File: config.mk
export PLATFORM = sky130hd
export DESIGN_NAME = refresh_scheduler
export DESIGN_NICKNAME = d
export VERILOG_FILES = /design/src/rtl/refresh_scheduler.sv
export SDC_FILE = /design/constraint.sdc
export NUM_CORES = 1
export LEC_CHECK = 0
export CORE_UTILIZATION = 45
export CTS_CLUSTER_DIAMETER = 120
export DETAILED_ROUTE_END_ITERATION = 7
export PLACE_DENSITY_LB_ADDON = 0.25
export SYNTH_ARGS = -nofsm -noshare
export SYNTH_HDL_FRONTEND = slang
export SYNTH_SLANG_ARGS = --single-unit
File: constraint.sdc
create_clock -name clk -period 2.9 [get_ports clk]
set_input_delay 0.87 -clock clk [delete_from_list [all_inputs] [get_ports clk]]
set_output_delay 0.87 -clock clk [all_outputs]
set_load 0.005 [all_outputs]
File: src/rtl/refresh_scheduler.sv
// refresh_scheduler: banks one auto-refresh debt every INTERVAL enabled clocks and hands it to the SDRAM sequencer via req/ack/done.
// Latency: debt rises on the wrap edge, ref_req follows one edge later; an ack raises ref_busy on the same edge.
// Backpressure: unserviced debt accumulates, saturates at MAX_DEBT and sets sticky overflow; REFRESH_BURST_EN chains refreshes with no idle cycle.
module refresh_scheduler #(
    parameter int CNT_W      = 8,
    parameter int INTERVAL   = 195,
    parameter int DEBT_W     = 4,
    parameter int MAX_DEBT   = 8,
    parameter int URGENT_THR = 6
) (
    input  logic              clk,
    input  logic              reset,
    input  logic              en,
    input  logic              ref_ack,
    input  logic              ref_done,
    output logic              ref_req,
    output logic              ref_busy,
    output logic              ref_urgent,
    output logic              overflow,
    output logic [DEBT_W-1:0] debt,
    output logic [CNT_W-1:0]  tick_cnt
);

    localparam logic [CNT_W-1:0]  CNT_LAST = CNT_W'(INTERVAL - 1);
    localparam logic [DEBT_W-1:0] DEBT_MAX = DEBT_W'(MAX_DEBT);
    localparam logic [DEBT_W-1:0] DEBT_URG = DEBT_W'(URGENT_THR);

    typedef enum logic [1:0] {
        IDLE = 2'd0,
        REQ  = 2'd1,
        BUSY = 2'd2
    } state_t;

    state_t            state;
    logic              tick;
    logic              accept;
    logic              sat_hit;
    logic [DEBT_W-1:0] debt_next;

    // A tick is the last count of a period while enabled; an accept is an ack seen in REQ only.
    assign tick   = en && (tick_cnt == CNT_LAST);
    assign accept = (state == REQ) && ref_ack;

    // Next debt: a tick and an accept on the same edge cancel; a tick at saturation only flags overflow.
    always_comb begin
        debt_next = debt;
        sat_hit   = 1'b0;
        if (tick && !accept) begin
            if (debt == DEBT_MAX) begin
                sat_hit = 1'b1;
            end else begin
                debt_next = debt + 1'b1;
            end
        end else if (accept && !tick && (debt != '0)) begin
            debt_next = debt - 1'b1;
        end
    end

    // Interval counter wraps at INTERVAL-1, never at the natural counter width.
    always_ff @(posedge clk) begin
        if (!reset) begin
            tick_cnt <= '0;
        end else if (en) begin
            tick_cnt <= (tick_cnt == CNT_LAST) ? '0 : tick_cnt + 1'b1;
        end
    end

    // Debt register with urgency derived from the post-edge value and a sticky overflow flag.
    always_ff @(posedge clk) begin
        if (!reset) begin
            debt       <= '0;
            ref_urgent <= 1'b0;
            overflow   <= 1'b0;
        end else begin
            debt       <= debt_next;
            ref_urgent <= (debt_next >= DEBT_URG);
            if (sat_hit) begin
                overflow <= 1'b1;
            end
        end
    end

    // Handshake FSM with registered Moore outputs: IDLE -> REQ -> BUSY -> IDLE (or straight to REQ in burst mode).
    always_ff @(posedge clk) begin
        if (!reset) begin
            state    <= IDLE;
            ref_req  <= 1'b0;
            ref_busy <= 1'b0;
        end else begin
            case (state)
                IDLE: begin
                    if (debt != '0) begin
                        state   <= REQ;
                        ref_req <= 1'b1;
                    end
                end
                REQ: begin
                    // An ack wins over a simultaneous done; done is meaningless before BUSY.
                    if (ref_ack) begin
                        state    <= BUSY;
                        ref_req  <= 1'b0;
                        ref_busy <= 1'b1;
                    end
                end
                BUSY: begin
                    if (ref_done) begin
`ifdef REFRESH_BURST_EN
                        if (debt != '0) begin
                            state    <= REQ;
                            ref_req  <= 1'b1;
                            ref_busy <= 1'b0;
                        end else begin
                            state    <= IDLE;
                            ref_busy <= 1'b0;
                        end
`else
                        state    <= IDLE;
                        ref_busy <= 1'b0;
`endif
                    end
                end
                default: begin
                    state    <= IDLE;
                    ref_req  <= 1'b0;
                    ref_busy <= 1'b0;
                end
            endcase
        end
    end

endmodule
==> results of run 1 <==
area by class of cell:
cell class	count	area, um^2	area share [%]
clock buffer	3	22.5	1.87
multi-input combinational	78	552	45.7
tap	27	33.8	2.80
inverter	8	30.0	2.49
timing repair buffer	21	208	17.2
sequential	18	360	29.9
worst max-delay path by stage:
stage,from,to,depth (start not counted)
6_report,ref_ack,ref_urgent,6
5_1_grt,ref_ack,ref_urgent,6
4_1_cts,ref_ack,ref_urgent,6
3_5_place_dp,ref_ack,ref_urgent,6
3_3_place_gp,ref_ack,ref_urgent,6
2_1_floorplan,en,ref_urgent,5
state kept, by name, summed over array words and instances, names as in the netlist:
| name | flops |
|---|---|
| ref_req | 1 |
| debt | 4 |
| ref_busy | 1 |
| state | 2 |
| overflow | 1 |
| ref_urgent | 1 |
| tick_cnt | 8 |
Yosys cell counts (all sizes together):
cell type,instances,area share [%]
nand2,8,3.2
nand4b,1,1.6
a21oi,3,1.6
a211oi,1,0.79
and4bb,1,1.7
a21boi,1,0.79
mux2i,2,2.1
mux2,1,1.2
nor3b,1,0.79
nor2,14,5.6
nor4,1,0.66
a21o,1,0.79
a21bo,1,1.1
xnor2,4,3.7
and3,3,2.5
inv,8,3.2
o221ai,2,1.9
dfxtp,18,38
clkbuf,1,0.40
o21ai,2,1.1
o21a,1,0.79
o31ai,1,0.79
nand3,4,2.1
a31oi,1,0.66
nand3b,3,2.4
a2bb2oi,1,0.93
and4,1,0.93
o32ai,1,0.93
and2,5,3.3
a221o,1,1.1
xor2,5,4.6
ha,4,5.3
nand4,3,3.6
power breakdown:
| group | switching (W) | internal, W | total [W] |
|---|---|---|---|
| sequential | 0.0000354 | 0.000275 | 0.000310 |
| combinational | 0.0000836 | 0.000108 | 0.000191 |
| clock | 0.0000733 | 0.0000482 | 0.000121 |
| total | 0.000192 | 0.000431 | 0.000623 |
metrics by stage:
step           std cells  utilization (%)
2_1_floorplan        105                -
3_3_place_gp         152             60.3
3_5_place_dp         152             60.3
4_1_cts              155             61.5
5_1_grt              155             61.5
6_report             155             61.5
cells by family (layout without fill, tap and decap cells):
kind of cell,Yosys count,after routing,synth area share [%]
simple gates,45,45,28.3
buf+inv,9,32,3.57
compound gates,17,17,13.1
fa+ha+maj,4,4,5.29
flops,18,18,38.1
xor+xnor,9,9,8.33
mux,3,3,3.31
cell usage in the layout (no fill, tap or decap), types with 2 or more instances in the layout:
cell | Yosys | final
sky130_fd_sc_hd__nand3b_1 | 3 | 3
sky130_fd_sc_hd__xor2_1 | 5 | 5
sky130_fd_sc_hd__and2_1 | 5 | 5
sky130_fd_sc_hd__inv_1 | 8 | 8
sky130_fd_sc_hd__o21ai_0 | 2 | 2
sky130_fd_sc_hd__mux2i_1 | 2 | 2
sky130_fd_sc_hd__clkdlybuf4s50_1 | 0 | 20
sky130_fd_sc_hd__clkbuf_4 | 0 | 3
sky130_fd_sc_hd__xnor2_1 | 4 | 4
sky130_fd_sc_hd__and3_1 | 2 | 2
sky130_fd_sc_hd__nor2_1 | 14 | 14
sky130_fd_sc_hd__nand3_1 | 4 | 4
sky130_fd_sc_hd__ha_1 | 4 | 4
sky130_fd_sc_hd__a21oi_1 | 3 | 3
sky130_fd_sc_hd__dfxtp_1 | 18 | 18
sky130_fd_sc_hd__o221ai_1 | 2 | 2
sky130_fd_sc_hd__nand4_1 | 2 | 2
sky130_fd_sc_hd__nand2_1 | 8 | 8
routing by layer:
metal / up-vias / part of all wire [%]
li1: 416 / -
met1: 392 / 45
met2: 23 / 49
met3: 4 / 4.3
met4: 0 / 1.4
met5: - / 0
==> flow_summary.toml, run 1 <==
[floorplanning]
rows = 16
die_h_um = 47.8
design.portCount = 21
die_w_um = 47.8
initial_core_utilization_pct = 48.2
total_die_area_um2 = 2290
placeableCoreArea_um2 = 1960

[synth]
synth_fp_nets = 114
synthesis.area_um2 = 946
synth_sequential_area_ratio_pct = 38.1
yosys_register_bits = 18
synthDistinctLibCells = 35
mean_area_per_synthesized_cell_um2 = 9.01
synth-warning-count = 0
post_synth_inst_count = 105

[sta]
timing.final.hold_violations = 0
post-route-worst-setup-slack_ns = 0.529
finalCritPeriodShare_pct = 81.8
grt_setup_unrepaired = "no"
tightest_slew_ns = 0.361
timing.fmax_mhz = 422
timing.setup.tns_ns = 0
setup_viol_count_final = 0
finalMaxSlewViolations = 0
timing.clock.skew_ns = 0.00121
max-slew-margin-rel_pct = 75.8
hold_slack_ns = 0.479
final_period_minus_worst_setup_slack_ns = 2.37

[final_layout]
antenna_cells = 0
area_growth_syn_to_layout_pct = 27.5
layout-drive-gt1-share_pct = 7.03
fillers = 187
fin_nets = 139
postLayoutCellArea_um2 = 1210

[setup_path]
worstSetupPathType = "input port to flip-flop"
worst_ep_required_time_ns = 3.09
crit_path_cell_trace = "clkdlybuf4s50_1 -> nand3b_1 -> nand4b_2 -> a221o_1 -> and3_4 -> a21o_1"
worst_r2r_endpoint = "ref_urgent"
reg2reg_slack_ns = 0.98
critPathMaxFanout = 10
critPathArrivalTime_ns = 2.56
critical_path.startpoint_type = "input port"
timing.critical_path.to_type = "flip-flop"
regToRegStartpoint = "debt[0]"
cpPeakStageDelay_ns = 0.46
worstPathBufferInverterCount = 1
timing.critical_path.slowest_stage_cell = "sky130_fd_sc_hd__clkdlybuf4s50_1"
worst_path_dominant_cell_family = "simple AND/OR/NAND/NOR gates"
r2r.worst_path.cells = 7

[routing]
detailedRoute.firstPassIterationCount = 4
dr.first_iter.drc_count = 13
vias_per_cell = 5.39
num_vias = 835
drt.antenna.violating_nets = 0
route.detailed.wl_per_inst_um = 12.6
postRouteWirelength_um = 1960
remaining_drc_errors = 0

[pwr]
vdd_drop_max_mv = 0.277
power_per_cell_area_nw_per_um2 = 517
finalPower_w = 0.000623
power_leakage_nw = 0.452

[hold_path]
whs_endpoint = "overflow"
hold_path.class = "flip-flop to flip-flop"
min_from = "overflow"
holdPathStages = 1

[grt]
grt_util_all_layers_pct = 19.7
grt.met3_usage_pct = 4.53
antenna_violations_before_repair = 0
met2_usage_pct = 33.0
global_route.usage.met1_pct = 24.2
wire_length_of_the_first_global_routing_pass_um = 3220
grt_busiest_layer = "met2"
via_count_of_the_first_global_routing_pass = 728
aggregate_global_routing_overflow = 0
grt_max_degree = 11

[cts]
cts-root-buf = "sky130_fd_sc_hd__clkbuf_4"
cts_tree = "yes"
cts_num_sinks = 18
ctsHoldBuffers = 0
clk_latency_ns = 0.28
max-clock-path-buffers = 2
post_cts.repair.setup_buffers = 0
post_cts.resized_instances = 0
clk_pin_slew_worst_paths_ns = 0.10
htree_num_levels = 1
numCtsBuffers = 3

[flow_run]
max_cap_violations = 0

[placed_design]
placed_cell_area_um2 = 1180
preCtsSetupSlack_ns = 0.224
hpwlAfterDp_um = 1470
gp_congestion = 0.901
port_buffers = 20

[run_status]
run_status = "complete, no violations"
Power figures use the tool's default switching activity.
==> run 2, diff against run 1 <==
==> constraint.sdc (replaced) <==
create_clock -name clk -period 2.3 [get_ports clk]
set_input_delay 0.69 -clock clk [delete_from_list [all_inputs] [get_ports clk]]
set_output_delay 0.69 -clock clk [all_outputs]
set_load 0.005 [all_outputs]
==> flow_summary.toml, run 2 (synthesized netlist as in run 1, its figures left out) <==
[run_status]
run_status = "complete, no violations"

[routing]
num_vias = 824
detailedRoute.firstPassIterationCount = 3
postRouteWirelength_um = 2010
vias_per_cell = 5.15
route.detailed.wl_per_inst_um = 12.6
drt.antenna.violating_nets = 0
remaining_drc_errors = 0
dr.first_iter.drc_count = 14

[grt]
grt_util_all_layers_pct = 19.7
wire_length_of_the_first_global_routing_pass_um = 3110
aggregate_global_routing_overflow = 0
antenna_violations_before_repair = 0
met2_usage_pct = 33.2
via_count_of_the_first_global_routing_pass = 696
global_route.usage.met1_pct = 23.9
grt.met3_usage_pct = 4.53
grt_busiest_layer = "met2"
grt_max_degree = 11

[setup_path]
timing.critical_path.to_type = "output pin"
worst_ep_required_time_ns = 1.61
worstPathBufferInverterCount = 1
critPathMaxFanout = 5
reg2reg_slack_ns = 0.43
crit_path_cell_trace = "clkdlybuf4s50_1"
critPathArrivalTime_ns = 1.35
critical_path.startpoint_type = "flip-flop"
worstSetupPathType = "flip-flop to output pin"
timing.critical_path.slowest_stage_cell = "sky130_fd_sc_hd__clkdlybuf4s50_1"
worst_path_dominant_cell_family = "buffers and inverters"
cpPeakStageDelay_ns = 0.56

[final_layout]
layout.core_utilization_pct = 63.7
area_of_the_multi_input_gates_um2 = 552
area_growth_syn_to_layout_pct = 32.1
largest_register_ff_count = 8
max_flop_register = "tick_cnt"
final_common_cell = "sky130_fd_sc_hd__clkdlybuf4s50_1"
most-common-layout-cells = "sky130_fd_sc_hd__clkdlybuf4s50_1, sky130_fd_sc_hd__dfxtp_1, sky130_fd_sc_hd__nor2_1"
layout-drive-gt1-share_pct = 10.5
fin_nets = 143
antenna_cells = 0
area_of_all_sequential_standard_cells_um2 = 360
fillers = 198
biggest_regs = "tick_cnt: 8 flops, debt: 4 flops, state: 2 flops"

[sta]
setup_viol_count_final = 0
max-slew-margin-rel_pct = 76.1
timing.final.hold_violations = 0
timing.clock.skew_ns = 0.00543
timing.fmax_mhz = 490
tightest_slew_ns = 0.355
finalCritPeriodShare_pct = 88.7
grt_setup_unrepaired = "no"
final_period_minus_worst_setup_slack_ns = 2.04
post-route-worst-setup-slack_ns = 0.260
finalMaxSlewViolations = 0

[cts]
post_cts.repair.setup_buffers = 0
clk_pin_slew_worst_paths_ns = 0.11
htree_num_levels = 1
cts_tree = "yes"
cts-root-buf = "sky130_fd_sc_hd__clkbuf_4"
max-clock-path-buffers = 2
ctsHoldBuffers = 0
cts_num_sinks = 18
post_cts.resized_instances = 0
numCtsBuffers = 3
clk_latency_ns = 0.30

[floorplanning]
design.portCount = 21
die_w_um = 47.8
total_die_area_um2 = 2290
rows = 16
die_h_um = 47.8
placeableCoreArea_um2 = 1960
initial_core_utilization_pct = 48.2

[placed_design]
hpwlAfterDp_um = 1480
gp_congestion = 0.828
port_buffers = 20
preCtsSetupSlack_ns = -0.0575

[pwr]
vdd_drop_max_mv = 0.546
power_leakage_nw = 0.477
power_per_cell_area_nw_per_um2 = 673

[flow_run]
max_cap_violations = 0

[hold_path]
hold_path.class = "flip-flop to flip-flop"
==> run 2: cell types whose count changed in the layout (fill, tap and decap cells not counted), sizes merged <==
cell	before	now
buf	1	5
clkbuf	3	4
==> run 2: worst paths after layout <==
check / depth (start not counted) / to / start
setup / recovery: 1 / tick_cnt[6] / tick_cnt[6]
hold / removal: 1 / overflow / overflow
setup reg to reg: 7 / ref_urgent / debt[1]
hold reg to reg: 1 / overflow / overflow
==> run 2: routing by layer <==
| layer | wire, um | part of all wire (%) |
|---|---|---|
| met5 | 0 | 0 |
| met4 | 27 | 1.3 |
| met3 | 63 | 3.1 |
| met2 | 972 | 48 |
| met1 | 948 | 47 |
==> run 2: stage by stage <==
stage	hold WS, ns	setup TNS [ns]	cells	instance area, um^2	total power (W)
2_1_floorplan	0.464	0	105	946	0.000548
3_3_place_gp	0.450	-0.0527	156	1210	0.000639
3_5_place_dp	0.453	-0.0989	156	1210	0.000650
4_1_cts	0.477	0	160	1250	0.000845
5_1_grt	0.498	0	160	1250	0.000892
6_report	0.476	0	160	1250	0.000842
==> run 2: worst reg2reg max path: cells and delay by family, from the launching register on <==
kind	cells	cell delay, ns
simple gates	3	0.63
compound gates	2	0.44
flops	1	0.40
fa+ha+maj	1	0.21
buf+inv	1	0.10
==> run 2: where the power goes <==
| part | switching, W | total (W) | internal (W) |
|---|---|---|---|
| logic | 0.000109 | 0.000250 | 0.000142 |
| clock network | 0.000103 | 0.000200 | 0.0000966 |
| registers | 0.0000453 | 0.000392 | 0.000347 |
| total | 0.000257 | 0.000842 | 0.000585 |
==> run 2: final cells by class <==
class,instances,share of cell area [%]
Multi-Input combinational cell,78,44.1
Sequential cell,18,28.8
Timing Repair Buffer,25,19.0
Clock buffer,4,2.90
Tap cell,27,2.70
Inverter,8,2.40
==> run 3, diff against run 2 <==
--- a/config.mk
+++ b/config.mk
@@ -5,9 +5,12 @@
 export SDC_FILE = /design/constraint.sdc
 export NUM_CORES = 1
 export LEC_CHECK = 0
+export CORE_ASPECT_RATIO = 0.9
+export CORE_MARGIN = 1
 export CORE_UTILIZATION = 45
 export CTS_CLUSTER_DIAMETER = 120
 export DETAILED_ROUTE_END_ITERATION = 7
+export GPL_ROUTABILITY_DRIVEN = 0
 export PLACE_DENSITY_LB_ADDON = 0.25
 export SYNTH_ARGS = -nofsm -noshare
 export SYNTH_HDL_FRONTEND = slang
==> flow_summary.toml, run 3 (synthesized netlist as in run 1, its figures left out) <==
[flow_run]
max_cap_violations = 0

[cts]
numCtsBuffers = 3
max-clock-path-buffers = 2
htree_num_levels = 1
ctsHoldBuffers = 0
clk_latency_ns = 0.29
post_cts.resized_instances = 0
clk_pin_slew_worst_paths_ns = 0.09
cts_num_sinks = 18
post_cts.repair.setup_buffers = 0
cts-root-buf = "sky130_fd_sc_hd__clkbuf_4"
cts_tree = "yes"

[pwr]
power_leakage_nw = 0.491
seqPwrFrac_pct = 48.0
power_frac_clock_pct = 18.7
power.switching_w = 0.000250
finalPower_w = 0.000815
power_report.internal_total_w = 0.000565
vdd_drop_max_mv = 0.497
proportion_of_power_drawn_by_combinational_gates_pct = 33.3
power.switching_fraction_pct = 30.7
power_per_cell_area_nw_per_um2 = 641

[final_layout]
max_flop_register = "tick_cnt"
biggest_regs = "tick_cnt: 8 flops, debt: 4 flops, state: 2 flops"
largest_register_ff_count = 8
fin_nets = 148
final_common_cell = "sky130_fd_sc_hd__clkdlybuf4s50_1"
most-common-layout-cells = "sky130_fd_sc_hd__clkdlybuf4s50_1, sky130_fd_sc_hd__dfxtp_1, sky130_fd_sc_hd__nor2_1"
antenna_cells = 0
layout-drive-gt1-share_pct = 13.1
area_growth_syn_to_layout_pct = 34.4

[setup_path]
worstPathBufferInverterCount = 1
critical_path.startpoint_type = "input port"
r2r.worst_path.cells = 7
worst_ep_required_time_ns = 2.50
timing.critical_path.to_type = "flip-flop"
timing.critical_path.slowest_stage_cell = "sky130_fd_sc_hd__clkdlybuf4s50_1"
reg2reg_slack_ns = 0.38
worstSetupPathType = "input port to flip-flop"
cpPeakStageDelay_ns = 0.49
worst_path_dominant_cell_family = "simple AND/OR/NAND/NOR gates"
regToRegStartpoint = "debt[1]"
worst_r2r_endpoint = "ref_urgent"
critPathMaxFanout = 3
critPathArrivalTime_ns = 2.28
crit_path_cell_trace = "clkdlybuf4s50_1 -> and4bb_4 -> nand4b_2 -> a221o_1 -> and3_4 -> a21o_1"

[floorplanning]
rows = 15
die_h_um = 45.5
placeableCoreArea_um2 = 1950
initial_core_utilization_pct = 48.5
design.portCount = 21
total_die_area_um2 = 2290
die_w_um = 50.3

[grt]
wire_length_of_the_first_global_routing_pass_um = 3440
grt_util_all_layers_pct = 20.5
grt_busiest_layer = "met2"
antenna_violations_before_repair = 0
grt.met3_usage_pct = 5.67
via_count_of_the_first_global_routing_pass = 803
global_route.usage.met1_pct = 23.2
aggregate_global_routing_overflow = 0
grt_max_degree = 10
met2_usage_pct = 36.0

[sta]
finalCritPeriodShare_pct = 90.6
max-slew-margin-rel_pct = 75.7
timing.final.hold_violations = 0
setup_viol_count_final = 0
timing.clock.skew_ns = 0.00195
hold_slack_ns = 0.471
grt_setup_unrepaired = "no"
final_period_minus_worst_setup_slack_ns = 2.08
tightest_slew_ns = 0.362
finalMaxSlewViolations = 0
timing.fmax_mhz = 480

[routing]
remaining_drc_errors = 0
vias_per_cell = 5.26
postRouteWirelength_um = 2080
detailedRoute.firstPassIterationCount = 4
dr.first_iter.drc_count = 16
route.detailed.wl_per_inst_um = 12.9
drt.antenna.violating_nets = 0
num_vias = 852

[hold_path]
min_from = "overflow"
whs_endpoint = "overflow"
holdPathStages = 1
hold_path.class = "flip-flop to flip-flop"

[placed_design]
port_buffers = 20
hpwlAfterDp_um = 1630

[run_status]
run_status = "complete, no violations"
[run 3: worst register-to-register path: stages (launching register included)]
cell	delay, ns
sky130_fd_sc_hd__dfxtp_1	0.39
sky130_fd_sc_hd__inv_1	0.10
sky130_fd_sc_hd__ha_1	0.23
sky130_fd_sc_hd__nor3b_1	0.36
sky130_fd_sc_hd__nor2_1	0.13
sky130_fd_sc_hd__a221o_1	0.31
sky130_fd_sc_hd__and3_4	0.18
sky130_fd_sc_hd__a21o_1	0.14
[run 3: worst max-delay path by stage]
stage               cells past startpoint  slack (ns)  startpoint    endpoint
floorplan                               5        0.43          en  ref_urgent
global placement                        6       -0.07          en  ref_urgent
detailed placement                      6       -0.10          en  ref_urgent
CTS                                     6        0.21          en  ref_urgent
global route                            7        0.13     ref_ack  ref_urgent
finish                                  6        0.22          en  ref_urgent
[run 3: metal layers]
layer / wire [um] / vias up
li1: - / 436
met1: 950 / 399
met2: 1040 / 15
met3: 69 / 2
met4: 21 / 0
met5: 0 / -
[run 3: through the flow]
step / worst slack (ns) / cell area, um^2 / cells / setup TNS, ns / util, %
after floorplan: 0.427 / 946 / 105 / 0 / -
after global placement: -0.0699 / 1250 / 159 / -0.0893 / 64.0
after detailed placement: -0.104 / 1250 / 159 / -0.149 / 64.0
after CTS: 0.207 / 1270 / 162 / 0 / 65.1
after global routing: 0.130 / 1270 / 162 / 0 / 65.1
final: 0.216 / 1270 / 162 / 0 / 65.1
[run 3: area by class of cell]
cell class	count	area [um^2]
inverter	8	30.0
tap	25	31.3
timing repair buffer	30	275
sequential	18	360
fill	184	681
clock buffer	3	22.5
multi-input combinational	78	552
[run 3: power by group through the flow]
| stage | clock, W | sequential (W) | combinational (W) |
|---|---|---|---|
| 6_report | 0.000152 | 0.000391 | 0.000271 |
| 5_1_grt | 0.000176 | 0.000398 | 0.000300 |
| 4_1_cts | 0.000157 | 0.000391 | 0.000273 |
| 3_5_place_dp | 0 | 0.000398 | 0.000273 |
| 3_3_place_gp | 0 | 0.000396 | 0.000261 |
| 2_1_floorplan | 0 | 0.000390 | 0.000158 |
